===== config.mk =====
export PLATFORM = sky130hd
export DESIGN_NAME = draw_tilemap_scroll
export DESIGN_NICKNAME = d
export VERILOG_FILES = /design/src/rtl/draw_pkg.sv /design/src/rtl/tile_pixel_stream.sv /design/src/rtl/draw_tilemap_scroll.sv
export SDC_FILE = /design/constraint.sdc
export NUM_CORES = 1
export LEC_CHECK = 0
export BUFFER_PORTS_ARGS = -buffer_cell sky130_fd_sc_hd__buf_2
export CORE_AREA = 2 2 122 124
export DETAILED_ROUTE_END_ITERATION = 8
export DIE_AREA = 0 0 124 126
export GPL_TIMING_DRIVEN = 0
export PLACE_DENSITY = 0.57
export RECOVER_POWER = 100
export SYNTH_ARGS = -nofsm -noshare
export SYNTH_HDL_FRONTEND = slang
export SYNTH_HIERARCHICAL = 1
export SYNTH_SLANG_ARGS = --single-unit
export TNS_END_PERCENT = 1

===== constraint.sdc =====
create_clock -name clock -period 4.1 [get_ports clock]
set_clock_uncertainty 0.05 [all_clocks]
set_input_delay 0.82 -clock clock [delete_from_list [all_inputs] [get_ports clock]]
set_output_delay 0.82 -clock clock [all_outputs]
set_load 0.01 [all_outputs]

===== src/rtl/draw_pkg.sv =====
// Shared types and default geometry for the scrolling tilemap renderer.
package draw_pkg;

  typedef enum logic [1:0] {
    ST_IDLE = 2'd0,
    ST_MAP  = 2'd1,
    ST_CODE = 2'd2,
    ST_PIX  = 2'd3
  } draw_state_t;

  localparam int TILE_LOG2_DEF   = 3;
  localparam int SCREEN_COLS_DEF = 20;
  localparam int MAP_ROWS_DEF    = 15;
  localparam int COLOR_DEPTH_DEF = 9;
  localparam int SCROLL_W        = 14;
  localparam int X_W             = 8;
  localparam int Y_W             = 7;

endpackage


===== src/rtl/tile_pixel_stream.sv =====
// Walks the T*T pixels of one tile, issues tileset addresses and emits the
// clipped, one-cycle-delayed pixel stream.
module tile_pixel_stream
  import draw_pkg::*;
#(
  parameter int TILE_LOG2   = TILE_LOG2_DEF,
  parameter int CODE_W      = 4,
  parameter int COLOR_DEPTH = COLOR_DEPTH_DEF,
  parameter int SCREEN_COLS = SCREEN_COLS_DEF,
  parameter int COL_W       = 5,
  parameter int ROW_W       = 4
) (
  input  logic                          clock,
  input  logic                          resetn,
  input  logic                          run,
  input  logic [CODE_W-1:0]             code,
  input  logic [COL_W-1:0]              col,
  input  logic [ROW_W-1:0]              row,
  input  logic [TILE_LOG2-1:0]          fine,
  input  logic [COLOR_DEPTH-1:0]        tile_data,
  output logic [CODE_W+2*TILE_LOG2-1:0] tile_address,
  output logic [X_W-1:0]                x,
  output logic [Y_W-1:0]                y,
  output logic [COLOR_DEPTH-1:0]        color,
  output logic                          plot,
  output logic                          last
);

  localparam int T   = 1 << TILE_LOG2;
  localparam int K_W = 2 * TILE_LOG2;

  logic [K_W-1:0]       k;
  logic [TILE_LOG2-1:0] px;
  logic [TILE_LOG2-1:0] py;
  int                   sx;
  int                   sy;
  logic                 visible;

  assign px = k[TILE_LOG2-1:0];
  assign py = k[K_W-1:TILE_LOG2];

  // Screen x can go negative for the partially scrolled-off left column.
  always_comb begin
    sx      = int'(col) * T + int'(px) - int'(fine);
    sy      = int'(row) * T + int'(py);
    visible = run && (sx >= 0) && (sx < SCREEN_COLS * T);
  end

  always_ff @(posedge clock or negedge resetn) begin
    if (!resetn) begin
      k    <= '0;
      plot <= 1'b0;
      x    <= '0;
      y    <= '0;
    end else begin
      k    <= run ? k + K_W'(1) : '0;
      plot <= visible;
      if (run) begin
        x <= X_W'(sx);
        y <= Y_W'(sy);
      end
    end
  end

  assign tile_address = run ? {code, k} : '0;
  assign last         = run && (k == '1);
  // tile_data arrives one cycle after tile_address, i.e. aligned with plot.
  assign color        = plot ? tile_data : '0;

endmodule


===== src/rtl/draw_tilemap_scroll.sv =====
// Draws one screen of a horizontally scrolled tilemap, tile by tile in
// row-major order, skipping tiles whose code is SKIP_CODE.
//
// state | meaning
// IDLE  | waiting for enable, done high
// MAP   | level_address presented for the current tile
// CODE  | tile_code returned and latched; skip tiles advance from here
// PIX   | T*T tileset reads for the current tile
module draw_tilemap_scroll
  import draw_pkg::*;
#(
  parameter int TILEMAP_LEN = 2000,
  parameter int MAP_ROWS    = MAP_ROWS_DEF,
  parameter int SCREEN_COLS = SCREEN_COLS_DEF,
  parameter int TILE_LOG2   = TILE_LOG2_DEF,
  parameter int COLOR_DEPTH = COLOR_DEPTH_DEF,
  parameter int CODE_W      = 4,
  parameter int SKIP_CODE   = 0,
  parameter int ADDR_W      = 15
) (
  input  logic                          clock,
  input  logic                          resetn,
  input  logic                          enable,
  input  logic [SCROLL_W-1:0]           scroll_x,
  input  logic [CODE_W-1:0]             tile_code,
  input  logic [COLOR_DEPTH-1:0]        tile_data,
  output logic [ADDR_W-1:0]             level_address,
  output logic [CODE_W+2*TILE_LOG2-1:0] tile_address,
  output logic [X_W-1:0]                x,
  output logic [Y_W-1:0]                y,
  output logic [COLOR_DEPTH-1:0]        color,
  output logic                          plot,
  output logic                          done
);

  localparam int T     = 1 << TILE_LOG2;
  localparam int COL_W = $clog2(SCREEN_COLS + 2);
  localparam int ROW_W = $clog2(MAP_ROWS + 1);
  localparam logic [SCROLL_W-1:0] MAX_SCROLL = SCROLL_W'((TILEMAP_LEN - SCREEN_COLS) * T);

  draw_state_t          state, state_next;
  logic [SCROLL_W-1:0]  scroll_q;
  logic [SCROLL_W-1:0]  scroll_clamped;
  logic [SCROLL_W-1:0]  coarse;
  logic [COL_W-1:0]     col, last_col, start_last_col;
  logic [ROW_W-1:0]     row;
  logic [ADDR_W-1:0]    row_base;
  logic [CODE_W-1:0]    code_q;
  logic                 start, advance, frame_end, pix_last;

  assign scroll_clamped = (scroll_x > MAX_SCROLL) ? MAX_SCROLL : scroll_x;
  // A non-zero fine offset exposes one extra, partially visible column.
  assign start_last_col = (scroll_clamped[TILE_LOG2-1:0] != '0) ? COL_W'(SCREEN_COLS)
                                                               : COL_W'(SCREEN_COLS - 1);
  assign coarse         = scroll_q >> TILE_LOG2;
  assign frame_end      = (col == last_col) && (row == ROW_W'(MAP_ROWS - 1));
  assign level_address  = ADDR_W'(coarse) + ADDR_W'(col) + row_base;
  assign done           = (state == ST_IDLE);

  always_ff @(posedge clock or negedge resetn) begin
    if (!resetn) state <= ST_IDLE;
    else         state <= state_next;
  end

  always_comb begin
    state_next = state;
    start      = 1'b0;
    advance    = 1'b0;
    case (state)
      ST_IDLE: if (enable) begin
        state_next = ST_MAP;
        start      = 1'b1;
      end
      ST_MAP:  state_next = ST_CODE;
      ST_CODE: if (tile_code != CODE_W'(SKIP_CODE)) state_next = ST_PIX;
               else advance = 1'b1;
      ST_PIX:  if (pix_last) advance = 1'b1;
      default: state_next = ST_IDLE;
    endcase
    if (advance) state_next = frame_end ? ST_IDLE : ST_MAP;
  end

  always_ff @(posedge clock or negedge resetn) begin
    if (!resetn) begin
      scroll_q <= '0;
      last_col <= '0;
      col      <= '0;
      row      <= '0;
      row_base <= '0;
      code_q   <= '0;
    end else begin
      if (start) begin
        scroll_q <= scroll_clamped;
        last_col <= start_last_col;
        col      <= '0;
        row      <= '0;
        row_base <= '0;
      end else if (advance) begin
        if (frame_end) begin
          col      <= '0;
          row      <= '0;
          row_base <= '0;
        end else if (col == last_col) begin
          col      <= '0;
          row      <= row + ROW_W'(1);
          row_base <= row_base + ADDR_W'(TILEMAP_LEN);
        end else begin
          col <= col + COL_W'(1);
        end
      end
      if (state == ST_CODE) code_q <= tile_code;
    end
  end

  tile_pixel_stream #(
    .TILE_LOG2  (TILE_LOG2),
    .CODE_W     (CODE_W),
    .COLOR_DEPTH(COLOR_DEPTH),
    .SCREEN_COLS(SCREEN_COLS),
    .COL_W      (COL_W),
    .ROW_W      (ROW_W)
  ) u_pix (
    .clock       (clock),
    .resetn      (resetn),
    .run         (state == ST_PIX),
    .code        (code_q),
    .col         (col),
    .row         (row),
    .fine        (scroll_q[TILE_LOG2-1:0]),
    .tile_data   (tile_data),
    .tile_address(tile_address),
    .x           (x),
    .y           (y),
    .color       (color),
    .plot        (plot),
    .last        (pix_last)
  );

endmodule


# Word-level counts from Yosys, hierarchy flattened
# Index checks and enable logic that the tools add are counted.
# op_classes
n_addsub,9
magnitude_cmp,3
n_eq_ne,8
muxes,27
n_reduce_logical,12
# op_table
cell,count
$mux 15,4
$ge 32x1->1 const B,1
$lt 32x9->1 const B,1
$sub 32x4->32,1
$mux 5,4
$mux 4,4
$add 12x15->15,1
$add 15x11->15 const B,1
$gt 14x14->1 const B,1
$mux 14,1
$add 11x5->12,1
$mux 10,1
$add 8x3->9,1
$mux 9,1
$reduce_bool 4->1,2
$add 7x3->7,1
$add 6x1->6 const B,1
$eq 6x6->1 const B,1
$mux 2,3
$mux 6,1
$pmux 2 s3,1
$reduce_bool 3->1,2
$add 5x1->5 const B,1
$eq 5x5->1,1
other kinds (14),22
# totals
ff_bits,71
in_bits,30
output_inout_bits,51
wordCells,70

# Depth between registers and ports, before layout
# Gate-level depths: netlist of the first run.
# depth
word_depth,6
ltp_mapped,10
depth_no_buf,8

# Cells and area by module
# The synthesis of the first run kept the hierarchy.
# modules_own_cells
mod,instances,cells_each,area_per_inst_um2,seq_area_each_um2
draw_tilemap_scroll,1,325,3002.9,1076.0
tile_pixel_stream,1,119,1214.9,550.5

# Worst setup path after synthesis of the first run
# Ideal clock, no wire load.
# synth_timing
path_kind,flip-flop to output port
start,register col[1]
end,output level_address[13]
t_arrival_ns,2.310
required_time_ns,3.230
path_slack_ns,0.920
stages_incl_launch_ff,8
n_path_buf,0
path_cell_list,dfrtp_1 > ha_1 > ha_1 > fa_1 > a211oi_1 > o21ai_0 > a2111oi_0 > nand3b_1
# synth_between
elab_chain_cells,2
# synth_rtl
element,line_no,source
"start, declared",draw_tilemap_scroll.sv:45,"logic [COL_W-1:0] col, last_col, start_last_col;"
"start signal, assigned",draw_tilemap_scroll.sv:108,col <= col + COL_W'(1);
$add 11x5->12,draw_tilemap_scroll.sv:57,assign level_address = ADDR_W'(coarse) + ADDR_W'(col) + row_base;
$add 12x15->15,draw_tilemap_scroll.sv:57,
"end, declared",draw_tilemap_scroll.sv:27,"output logic [ADDR_W-1:0] level_address,"
# No other way between the ends.

# Final worst setup path of the first run
# Ends and elaborated chain as after synthesis.

==> results of run 1 <==
-- synth_stat cells, types with 9 or more instances --
cell and count:
and2_1 24, inv_1 23, nor2_1 25, a31oi_1 10, nand2_1 36, nor3_1 9, ha_1 33, clkbuf_1 16
o21ai_0 21, nand3_1 18, dfrtp_1 65, mux2_2 12, a21oi_1 20, xnor2_1 13
-- worst paths after layout --
check,end,slack (ns),cells past startpoint
max in group asynchronous,col[1],2.02,1
worst max register to register,row_base[11],0.93,9
worst min-delay path,scroll_q[1],0.43,2
worst min register to register,scroll_q[1],0.43,2
min in group asynchronous,scroll_q[13],0.88,1
worst max-delay path,level_address[13],0.26,8
-- routing by layer --
layer | track usage (%) | up-vias | routed length [um]
li1 | - | 1833 | -
met1 | 18.9 | 1839 | 5060
met2 | 25.6 | 109 | 5570
met3 | 3.44 | 11 | 621
met4 | 4.03 | 0 | 125
met5 | 0 | - | 0
-- cell families after synthesis --
logic type / Yosys count / synth area share [%]
and+or+nand+nor: 154 / 19.3
AOI/OAI and AO/OA: 115 / 19.7
DFF: 65 / 38.6
buffers and inverters: 42 / 3.86
adders and majority gates: 36 / 11.2
xor gates and xnor gates: 17 / 3.53
muxes: 15 / 3.92
-- final cells by class --
| type | count | area, um^2 | area share (%) |
|---|---|---|---|
| clock inverter | 4 | 51.3 | 1.01 |
| sequential | 65 | 1630 | 31.9 |
| buffer | 19 | 76.3 | 1.50 |
| inverter | 23 | 86.3 | 1.69 |
| clock buffer | 12 | 246 | 4.83 |
| multi-input combinational | 337 | 2430 | 47.7 |
| timing repair buffer | 80 | 349 | 6.84 |
| tap | 184 | 230 | 4.51 |
-- worst register-to-register path: cells and delay by family (launching register included) --
kind | cells | cell delay [ns]
buffers and inverters | 2 | 0.93
and+or+nand+nor | 4 | 0.66
AOI/OAI and AO/OA | 2 | 0.68
adders and majority gates | 1 | 0.32
DFF | 1 | 0.41
-- flip-flops by register name, indices dropped and copies added (netlist names) --
name / cells
state: 2
row: 4
row_base: 11
scroll_q: 14
u_pix/y: 7
col: 5
u_pix/x: 8
u_pix/plot: 1
code_q: 4
u_pix/k: 6
last_col: 3
-- through the flow --
step	util, %	power [mW]	cell area [um^2]
2_1_floorplan	-	2.41	4220
3_3_place_gp	33.9	2.98	4850
3_5_place_dp	33.9	3.02	4850
4_1_cts	36.0	3.82	5150
5_1_grt	35.7	4.07	5100
6_report	35.7	3.76	5100
-- power by group through the flow --
stage | combinational (mW) | sequential [mW] | clock, mW
2_1_floorplan | 1.36 | 1.05 | 0
3_3_place_gp | 1.90 | 1.08 | 0
3_5_place_dp | 1.93 | 1.10 | 0
4_1_cts | 1.94 | 1.08 | 0.796
5_1_grt | 2.12 | 1.12 | 0.824
6_report | 1.89 | 1.09 | 0.778
-- timing repair --
| item | 4_1_cts | 5_1_grt |
|---|---|---|
| hold endpoints to repair | 0 | 0 |
| gates resized for setup | 0 | 6 |
| setup endpoints to repair | 0 | 2 |
==> reports/summary.log, run 1 <==
[timing] Final min period 3.84 ns
[placement] count of placed standard cells including taps 708
[timing] count of final hold-check violations 0
[power_and_ir_drop] largest vdd supply drop 0.424 mV
[floorplanning] horizontal die dimension 124 um
[power_and_ir_drop] logic gate share of total power 50.4%
[route] wire per inst 15.7 um
[route] Total Routed Length 11400 um
[yosys] synthesized netlist cell count 444
[worst_setup_path] category of the worst setup path capture point output port
[final_layout] Synth-to-Final Area Change 21.0%
[run] maxcap violations 1
[floorplanning] Die Height 126 um
[floorplanning] row cnt 44
[power_and_ir_drop] part of the total power dissipated in sequential elements 28.9%
[route] via-per-instance ratio 5.24
[global_route] gr ovfl total 0
[placement] half-perimeter wire length of the detailed placement result 8350 um
[worst_setup_path] worst endpoint required time 3.23 ns
[worst_setup_path] crit path from col[1]
[global_route] number of global-route vias before repair 3741
[yosys] Warnings, synthesis 6
[min_path] Hold Path Class reg -> reg
[yosys] ranking of synthesized cells by area dfrtp_1, ha_1, and2_1, nand2_1, mux2_2
[route] vias 3792
[timing] transition time at the pin with the least slew margin 1.67 ns
[global_route] first-pass GRT wire length 18600 um
[cts] CTS tree built
[placement] routability cong. 0.839
[placement] minimum setup slack after placement 0.445 ns
[cts] clock transition at the register clock pins on the worst setup and hold paths after CTS 0.06 ns
[floorplanning] ports placed on the boundary 81
[cts] cts bufs inserted 9
[worst_setup_path] start-to-end type of the worst setup path reg -> out
[cts] buffers inserted by post-CTS timing repair 0
[global_route] initial antenna violation count 0
[route] post-route ant nets 0
[global_route] pin count of the biggest net entering global routing 66
[timing] setup repair after global routing missed its margin false
[global_route] gr usage total 15.0%
[floorplanning] effective utilization at floorplan 29.5%
[floorplanning] Core ar. 0.0143 mm^2
[yosys] number of synthesized register bits 65
[yosys] most area-hungry cell type in the Yosys netlist dfrtp_1
[timing] achievable clock frequency 261 MHz
[final_layout] most frequent standard cell in the layout excluding fill and tap cells dfrtp_1
[worst_setup_path] source of the worst register-to-register timing path state[1]
[final_layout] n_diodes 0
[yosys] fraction of synthesized cell area taken by the top area cell type 38.6%
[worst_setup_path] Slowest Stage Delay on Critical Path 0.48 ns
[timing] Period Utilization, post-route 93.6%
[cts] H-tree levels 3
[cts] hold buffer count at cts 0
[timing] final setup margin 0.262 ns
[final_layout] nets 601
[yosys] number of flops mapped to enable cells by yosys 0
[worst_setup_path] Max Fanout on Critical Path 9
[yosys] portion of the post-synthesis area used by sequential elements 38.6%
[yosys] fraction of synthesis flops using an asynchronous set or reset pin 100%
[outcome] failing checks capacitance limit, slew limit
[floorplanning] Die Outline Area 0.0156 mm^2
[yosys] number of different library cells in the post-synthesis netlist 55
[timing] setup violators final 0
[final_layout] most frequent cells in the layout dfrtp_1, clkbuf_1, buf_2
[worst_setup_path] most prevalent standard cell on the critical path ha_1
[power_and_ir_drop] clock network fraction of design power 20.7%
[route] number of remaining DRC errors 0
[timing] hold slack final 0.431 ns
[yosys] Mapped Nets 510
[cts] buffer type at the clock tree root clkbuf_16
[worst_setup_path] CP startpoint kind register
[worst_setup_path] category of cells accounting for the largest share of critical-path delay adder cells
[final_layout] final standard cell count with taps included and fillers excluded 724
[placement] Buffers on Ports 80
[cts] clk buf depth 2
[route] DRT iter0 DRCs 192
[power_and_ir_drop] internal power of the cells 2.16 mW
[worst_setup_path] CP Buf/Inv Count 1
[route] number of iterations in the first detailed-routing pass 4
[power_and_ir_drop] leakage dissipation 2.29 nW
[worst_setup_path] standard cell with the maximum stage delay on the critical path dfrtp_2
[timing] final max-slew violation count 66
[final_layout] Filler cells 1480
[cts] number of sinks driven by the clock tree 65
[worst_setup_path] WP data arrival 2.97 ns
[power_and_ir_drop] share of total power consumed by net switching 42.4%
[outcome] outcome complete, but fails checks
[final_layout] share of cells above drive strength 1 14.1%
[yosys] synthesized area per cell 9.50 um^2
[timing] aggregate negative setup slack 0 ns
[timing] normalized max-slew margin -11.4%
[yosys] most used flip-flop cell after synthesis dfrtp_1
[power_and_ir_drop] Power Dens Cells 736 mW/mm^2
[power_and_ir_drop] switching component of the power 1.59 mW
[cts] Clock Latency Late Sink 0.33 ns
[min_path] startpoint of the lowest-slack hold path scroll_q[1]
[yosys] Syn Std Cell Area 0.00422 mm^2
[worst_setup_path] Critical Path, Cell by Cell ha_1 > ha_1 > fa_1 > a211oi_2 > o21ai_1 > a2111oi_1 > nand3b_1 > clkbuf_1
No activity file was read; power rests on OpenSTA's default activity.
==> inputs of run 2 (changes only) <==
CTS_CLUSTER_DIAMETER = 120   (was unset)
SETUP_SLACK_MARGIN = 0.3   (was unset)
TNS_END_PERCENT = 30   (was 1)
==> run 2 against run 1 <==
  * The flow still finishes with violations (capacitance limit, slew limit)
  * Clock power about the same
  * Sequential share of layout area shrank 0.14 points
  * Critical path depth decreased by 1
  * Non-clock buffer count unchanged
  * Utilization rose by 0.18 points
  * Sequential cell count unchanged
  * Routed wire length grew 0.74%
  * Sequential power hardly changed
==> reports/summary.log, run 2 (same netlist as run 1, synthesis figures left out) <==
[worst_setup_path] source of the worst register-to-register timing path state[1]
[timing] count of final hold-check violations 0 [unchanged]
[outcome] outcome complete, but fails checks
[final_layout] Filler cells 1482 [+0.14%]
[route] number of remaining DRC errors 0 [unchanged]
[route] wire per inst 15.8 um [+0.74%]
[power_and_ir_drop] Power Dens Cells 737 mW/mm^2 [+0.11%]
[placement] minimum setup slack after placement 0.445 ns [unchanged]
[timing] setup repair after global routing missed its margin true
[worst_setup_path] r2r endpoint row_base[11]
[min_path] Hold Path Class reg -> reg
[min_path] Hold Crit Endpoint scroll_q[1]
[floorplanning] Core ar. 0.0143 mm^2 [unchanged]
[route] Total Routed Length 11500 um [+0.74%]
[final_layout] most frequent standard cell in the layout excluding fill and tap cells dfrtp_1
[final_layout] flip-flop count of the largest register after layout 14 [unchanged]
[cts] clock transition at the register clock pins on the worst setup and hold paths after CTS 0.06 ns [about the same]
[timing] setup violators final 0 [unchanged]
[floorplanning] ports placed on the boundary 81 [unchanged]
[final_layout] Synth-to-Final Area Change 21.6%
[worst_setup_path] Reg2Reg Depth 9 [unchanged]
[floorplanning] row cnt 44 [unchanged]
[final_layout] largest reg by FF count scroll_q
[run] maxcap violations 1 [unchanged]
[timing] Period Utilization, post-route 93.5% [about the same]
[route] vias 3825 [+0.87%]
[floorplanning] effective utilization at floorplan 29.5% [unchanged]
[placement] half-perimeter wire length of the detailed placement result 8350 um [unchanged]
[min_path] startpoint of the lowest-slack hold path scroll_q[1]
[final_layout] share of cells above drive strength 1 15.6% [+1.5 points]
[outcome] failing checks capacitance limit, slew limit
[worst_setup_path] CP startpoint kind register
[worst_setup_path] worst endpoint required time 3.23 ns [about the same]
[floorplanning] horizontal die dimension 124 um [unchanged]
[timing] hold slack final 0.431 ns [+0.00000100 ns]
[route] DRT iter0 DRCs 199 [+3.6%]
[route] post-route ant nets 0 [unchanged]
[timing] achievable clock frequency 261 MHz [about the same]
[final_layout] most frequent cells in the layout dfrtp_1, clkbuf_1, buf_2
[worst_setup_path] category of the worst setup path capture point output port
[global_route] initial antenna violation count 0 [unchanged]
[cts] Clock Latency Late Sink 0.33 ns [about the same]
[final_layout] utilization after layout 35.8% [+0.18 points]
[worst_setup_path] R2R Setup Slk 0.90 ns [-0.03 ns]
[timing] Final min period 3.84 ns [-0.00286 ns]
[min_path] Min-Delay Path Depth 2 [unchanged]
[cts] H-tree levels 3 [unchanged]
[worst_setup_path] start-to-end type of the worst setup path reg -> out
[global_route] first-pass GRT wire length 18600 um [unchanged]
[worst_setup_path] crit path from col[2]
[worst_setup_path] WP data arrival 2.97 ns [about the same]
[timing] normalized max-slew margin -10.7% [+0.67 points]
[cts] clk buf depth 2 [unchanged]
[global_route] gr usage total 15.0% [unchanged]
[floorplanning] Die Height 126 um [unchanged]
[global_route] gr ovfl total 0 [unchanged]
[global_route] number of global-route vias before repair 3741 [unchanged]
[route] via-per-instance ratio 5.28 [+0.87%]
[timing] transition time at the pin with the least slew margin 1.66 ns [-0.0100 ns]
[final_layout] multi-input combinational cell area 0.00245 mm^2 [+0.82%]
[placement] routability cong. 0.839 [unchanged]
[timing] final setup margin 0.265 ns [+0.00286 ns]
[power_and_ir_drop] largest vdd supply drop 0.426 mV [+0.44%]
[floorplanning] Die Outline Area 0.0156 mm^2 [unchanged]
[cts] buffer type at the clock tree root clkbuf_16
[final_layout] n_diodes 0 [unchanged]
[final_layout] register area 0.00163 mm^2 [about the same]
[final_layout] post-layout instance area 0.00513 mm^2 [+0.51%]
[placement] Buffers on Ports 80 [unchanged]
[power_and_ir_drop] leakage dissipation 2.31 nW [+0.94%]
[final_layout] nets 601 [unchanged]
[final_layout] Regs by FF count scroll_q x14, row_base x11, u_pix/x x8
[timing] final max-slew violation count 66 [unchanged]
[cts] cts bufs inserted 9 [unchanged]
[global_route] pin count of the biggest net entering global routing 66 [unchanged]
[route] number of iterations in the first detailed-routing pass 4 [unchanged]
[cts] CTS tree built
[timing] aggregate negative setup slack 0 ns [unchanged]
[placement] cell area after placement 0.00485 mm^2 [unchanged]
[cts] number of sinks driven by the clock tree 65 [unchanged]
[worst_setup_path] Max Fanout on Critical Path 13 [+4]
==> run 2: final cells by class <==
type	instances	area share (%)
timing repair buffer	80	6.90
sequential	65	31.8
clock inverter	4	1.00
buffer	19	1.49
clock buffer	12	4.80
inverter	23	1.68
multi-input combinational	337	47.9
tap	184	4.49
==> run 2: worst max-delay path: stages, from the launching register on <==
cell and delay (ns):
dfrtp_1 0.63, ha_1 0.36, fa_1 0.52, a211oi_4 0.31, o21ai_2 0.14, a2111oi_2 0.33, nand3b_1 0.19, buf_2 0.15
==> run 2: how the worst max path moves through the flow <==
stage,cells past startpoint,end
floorplan,7,level_address[13]
global placement,8,level_address[13]
detailed placement,8,level_address[13]
CTS,7,level_address[13]
global route,7,level_address[13]
finish,7,level_address[13]
==> run 2: stage by stage <==
| step | std cells | power [mW] |
|---|---|---|
| 5_1_grt | 724 | 4.09 |
| 2_1_floorplan | 444 | 2.41 |
| 6_report | 724 | 3.78 |
| 4_1_cts | 724 | 3.83 |
| 3_3_place_gp | 708 | 2.98 |
| 3_5_place_dp | 708 | 3.02 |
==> run 2: where the power goes <==
part / switching (mW) / internal (mW) / total (mW)
Sequential: 0.217 / 0.871 / 1.09
Combinational: 1.10 / 0.816 / 1.92
Clock: 0.290 / 0.489 / 0.778
Total: 1.61 / 2.17 / 3.78
==> run 2: layer usage <==
layer	vias up	GRT usage (%)	routed length, um
li1	1831	-	-
met1	1875	18.9	5090
met2	106	25.6	5650
met3	13	3.44	590
met4	0	4.03	141
met5	-	0	0
==> run 2: timing repair <==
item / 4_1_cts / 5_1_grt
hold buffers: 0 / 0
endpoints found under the setup margin: 6 / 7
gates resized for setup: 2 / 12
gates cloned: 0 / 0
setup buffers: 0 / 0
pin swaps: 0 / 1
==> inputs of run 3 (changes only) <==
CORE_AREA = 2 2 104 146   (was 2 2 122 124)
DIE_AREA = 0 0 106 148   (was 0 0 124 126)
==> run 3 against run 2 <==
  * The run still ends with capacitance limit, slew limit left
  * Non-clock buffer count unchanged
  * Critical path depth increased by 1
  * Design area is essentially flat
  * Global-route usage about the same
  * Register-to-register slack better by 0.16 ns
  * Via count is 0.76% lower
  * Sequential power hardly changed
  * Combinational power barely moved
  * Clock power about the same
  * Final cell count up 0.55%
  * Routed wire length is 0.24% lower
==> reports/summary.log, run 3 (same netlist as run 1, synthesis figures left out) <==
[timing] Period Utilization, post-route 92.0% [-1.5 points]
[route] vias 3796 [-0.76%]
[outcome] failing checks capacitance limit, slew limit
[placement] Buffers on Ports 80 [unchanged]
[route] number of iterations in the first detailed-routing pass 4 [unchanged]
[cts] number of sinks driven by the clock tree 65 [unchanged]
[global_route] pin count of the biggest net entering global routing 66 [unchanged]
[worst_setup_path] CP Buf/Inv Count 1 [unchanged]
[placement] cell area after placement 0.00486 mm^2 [+0.13%]
[placement] routability cong. 0.853 [+1.7%]
[final_layout] largest reg by FF count scroll_q
[cts] H-tree levels 3 [unchanged]
[final_layout] utilization after layout 35.6% [-0.20 points]
[power_and_ir_drop] share of total power consumed by net switching 42.2% [-0.30 points]
[global_route] layer with the highest usage met2
[timing] hold slack final 0.435 ns [+0.00331 ns]
[worst_setup_path] category of cells accounting for the largest share of critical-path delay adder cells
[cts] cts bufs inserted 9 [unchanged]
[worst_setup_path] CP startpoint kind register
[timing] final setup margin 0.326 ns [+0.0615 ns]
[route] wire per inst 15.7 um [-0.79%]
[route] DRT iter0 DRCs 210 [+5.5%]
[power_and_ir_drop] logic gate share of total power 50.9% [+0.2 points]
[cts] clk buf depth 2 [unchanged]
[outcome] outcome complete, but fails checks
[route] Total Routed Length 11400 um [-0.24%]
[route] via-per-instance ratio 5.21 [-1.3%]
[final_layout] Synth-to-Final Area Change 21.5% [about the same]
[floorplanning] row cnt 52 [+18%]
[power_and_ir_drop] internal power of the cells 2.18 mW [+0.46%]
[power_and_ir_drop] clock network fraction of design power 20.5% [about the same]
[final_layout] post-layout instance area 0.00512 mm^2 [about the same]
[final_layout] nets 601 [unchanged]
[worst_setup_path] R2R Setup Slk 1.06 ns [+0.16 ns]
[final_layout] Regs by FF count scroll_q x14, row_base x11, u_pix/x x8
[worst_setup_path] category of the worst setup path capture point output port
[global_route] initial antenna violation count 0 [unchanged]
[floorplanning] ports placed on the boundary 81 [unchanged]
[final_layout] flip-flop count of the largest register after layout 14 [unchanged]
[timing] normalized max-slew margin -12.1% [-1.4 points]
[global_route] GR met2 Demand/Resource 26.9% [+1.3 points]
[timing] final max-slew violation count 66 [unchanged]
[cts] clock transition at the register clock pins on the worst setup and hold paths after CTS 0.05 ns [about the same]
[route] post-route ant nets 0 [unchanged]
[min_path] Hold Path Class reg -> reg
[timing] setup repair after global routing missed its margin true
[worst_setup_path] WP data arrival 2.90 ns [-0.07 ns]
[global_route] gr usage total 15.0% [-0.017 points]
[run] maxcap violations 1 [unchanged]
[global_route] met1 demand-to-capacity share in global routing 17.9% [-1.0 points]
[worst_setup_path] Max Fanout on Critical Path 9 [-4]
[floorplanning] Die Height 148 um [+17%]
[worst_setup_path] Critical Path, Cell by Cell ha_1 > ha_1 > fa_1 > a211oi_2 > o21ai_2 > a2111oi_1 > nand3b_1 > buf_2
[placement] half-perimeter wire length of the detailed placement result 8460 um [+1.3%]
[cts] Clock Latency Late Sink 0.33 ns [about the same]
[global_route] first-pass GRT wire length 18900 um [+1.6%]
[cts] hold buffer count at cts 0 [unchanged]
[floorplanning] horizontal die dimension 106 um [-15%]
[final_layout] n_diodes 0 [unchanged]
[global_route] met3 track demand over resource 2.25% [-1.2 points]
[power_and_ir_drop] switching component of the power 1.59 mW [-0.77%]
[final_layout] share of cells above drive strength 1 15.2% [-0.34 points]
[floorplanning] Die Outline Area 0.0157 mm^2 [+0.41%]
[worst_setup_path] start-to-end type of the worst setup path reg -> out
[timing] count of final hold-check violations 0 [unchanged]
[worst_setup_path] Slowest Stage Delay on Critical Path 0.46 ns [-0.17 ns]
[cts] CTS tree built
[power_and_ir_drop] part of the total power dissipated in sequential elements 28.6% [about the same]
[route] number of remaining DRC errors 0 [unchanged]
[worst_setup_path] most prevalent standard cell on the critical path ha_1
[worst_setup_path] worst endpoint required time 3.23 ns [about the same]
[power_and_ir_drop] leakage dissipation 2.31 nW [about the same]
[floorplanning] effective utilization at floorplan 29.3% [-0.13 points]
[power_and_ir_drop] largest vdd supply drop 0.263 mV [-38%]
[timing] transition time at the pin with the least slew margin 1.68 ns [+0.0207 ns]
[power_and_ir_drop] Power Dens Cells 737 mW/mm^2 [about the same]
[placement] minimum setup slack after placement 0.500 ns [+0.0551 ns]
[worst_setup_path] standard cell with the maximum stage delay on the critical path dfrtp_2
[global_route] number of global-route vias before repair 3788 [+1.3%]
[timing] aggregate negative setup slack 0 ns [unchanged]
[timing] setup violators final 0 [unchanged]
[floorplanning] Core ar. 0.0144 mm^2 [+0.45%]
[global_route] gr ovfl total 0 [unchanged]
[timing] achievable clock frequency 265 MHz [+1.6%]
[timing] Final min period 3.77 ns [-0.0615 ns]
[final_layout] most frequent standard cell in the layout excluding fill and tap cells dfrtp_1
[final_layout] most frequent cells in the layout dfrtp_1, clkbuf_1, buf_2
[cts] buffer type at the clock tree root clkbuf_16
-- run 3: repair_timing --
item,in CTS,in global routing
endpoints found under the setup margin,5,8
pin swaps,0,1
setup buffers,0,0
resized for setup,1,11
-- run 3: metrics by stage --
| stage | total power [mW] | cells |
|---|---|---|
| detailed placement | 3.05 | 713 |
| finish | 3.78 | 728 |
| global placement | 2.99 | 713 |
| CTS | 3.84 | 728 |
| global route | 4.09 | 728 |
| floorplan | 2.41 | 444 |
-- run 3: power groups by stage --
stage                     clock [mW]  sequential [mW]  combinational, mW
final                          0.776             1.08               1.92
after global routing           0.811             1.12               2.17
after CTS                      0.789             1.08               1.97
after detailed placement           0             1.09               1.96
after global placement             0             1.07               1.92
after floorplan                    0             1.05               1.36
-- run 3: path summary, 6_finish.rpt --
path                                    from           endpoint  depth (start not counted)
worst max-delay path                  col[1]  level_address[13]                          8
worst min-delay path            scroll_q[10]       scroll_q[10]                          2
worst max register to register      state[1]        row_base[6]                          9
worst min register to register  scroll_q[10]       scroll_q[10]                          2
max in group asynchronous             resetn             col[2]                          1
min in group asynchronous             resetn         u_pix/k[0]                          1
-- run 3: worst register-to-register path, cell delays in order, from the launching register on --
cell and delay (ns):
dfrtp_1 0.41, ha_1 0.32, clkbuf_1 0.43, and2_0 0.22, nand2_1 0.06, nor2_1 0.17, a32o_1 0.34, clkbuf_1 0.46
nand3_1 0.14, a32o_1 0.31
-- run 3: area by class of cell --
cell class	instances	area [um^2]
inverters	23	86.3
clock buffers	12	256
well taps	189	236
repair buffers	80	353
plain buffers	19	76.3
clock inverters	3	40.0
multi-input cells	337	2450
flip-flops and latches	65	1630
fillers	1522	9250
-- run 3: layer usage --
metal | routed length [um] | vias up | share of wire [%]
met5 | 0 | - | 0
met4 | 221 | 0 | 1.9
met3 | 543 | 17 | 4.7
met2 | 5690 | 103 | 50
met1 | 4980 | 1849 | 44
li1 | - | 1827 | -
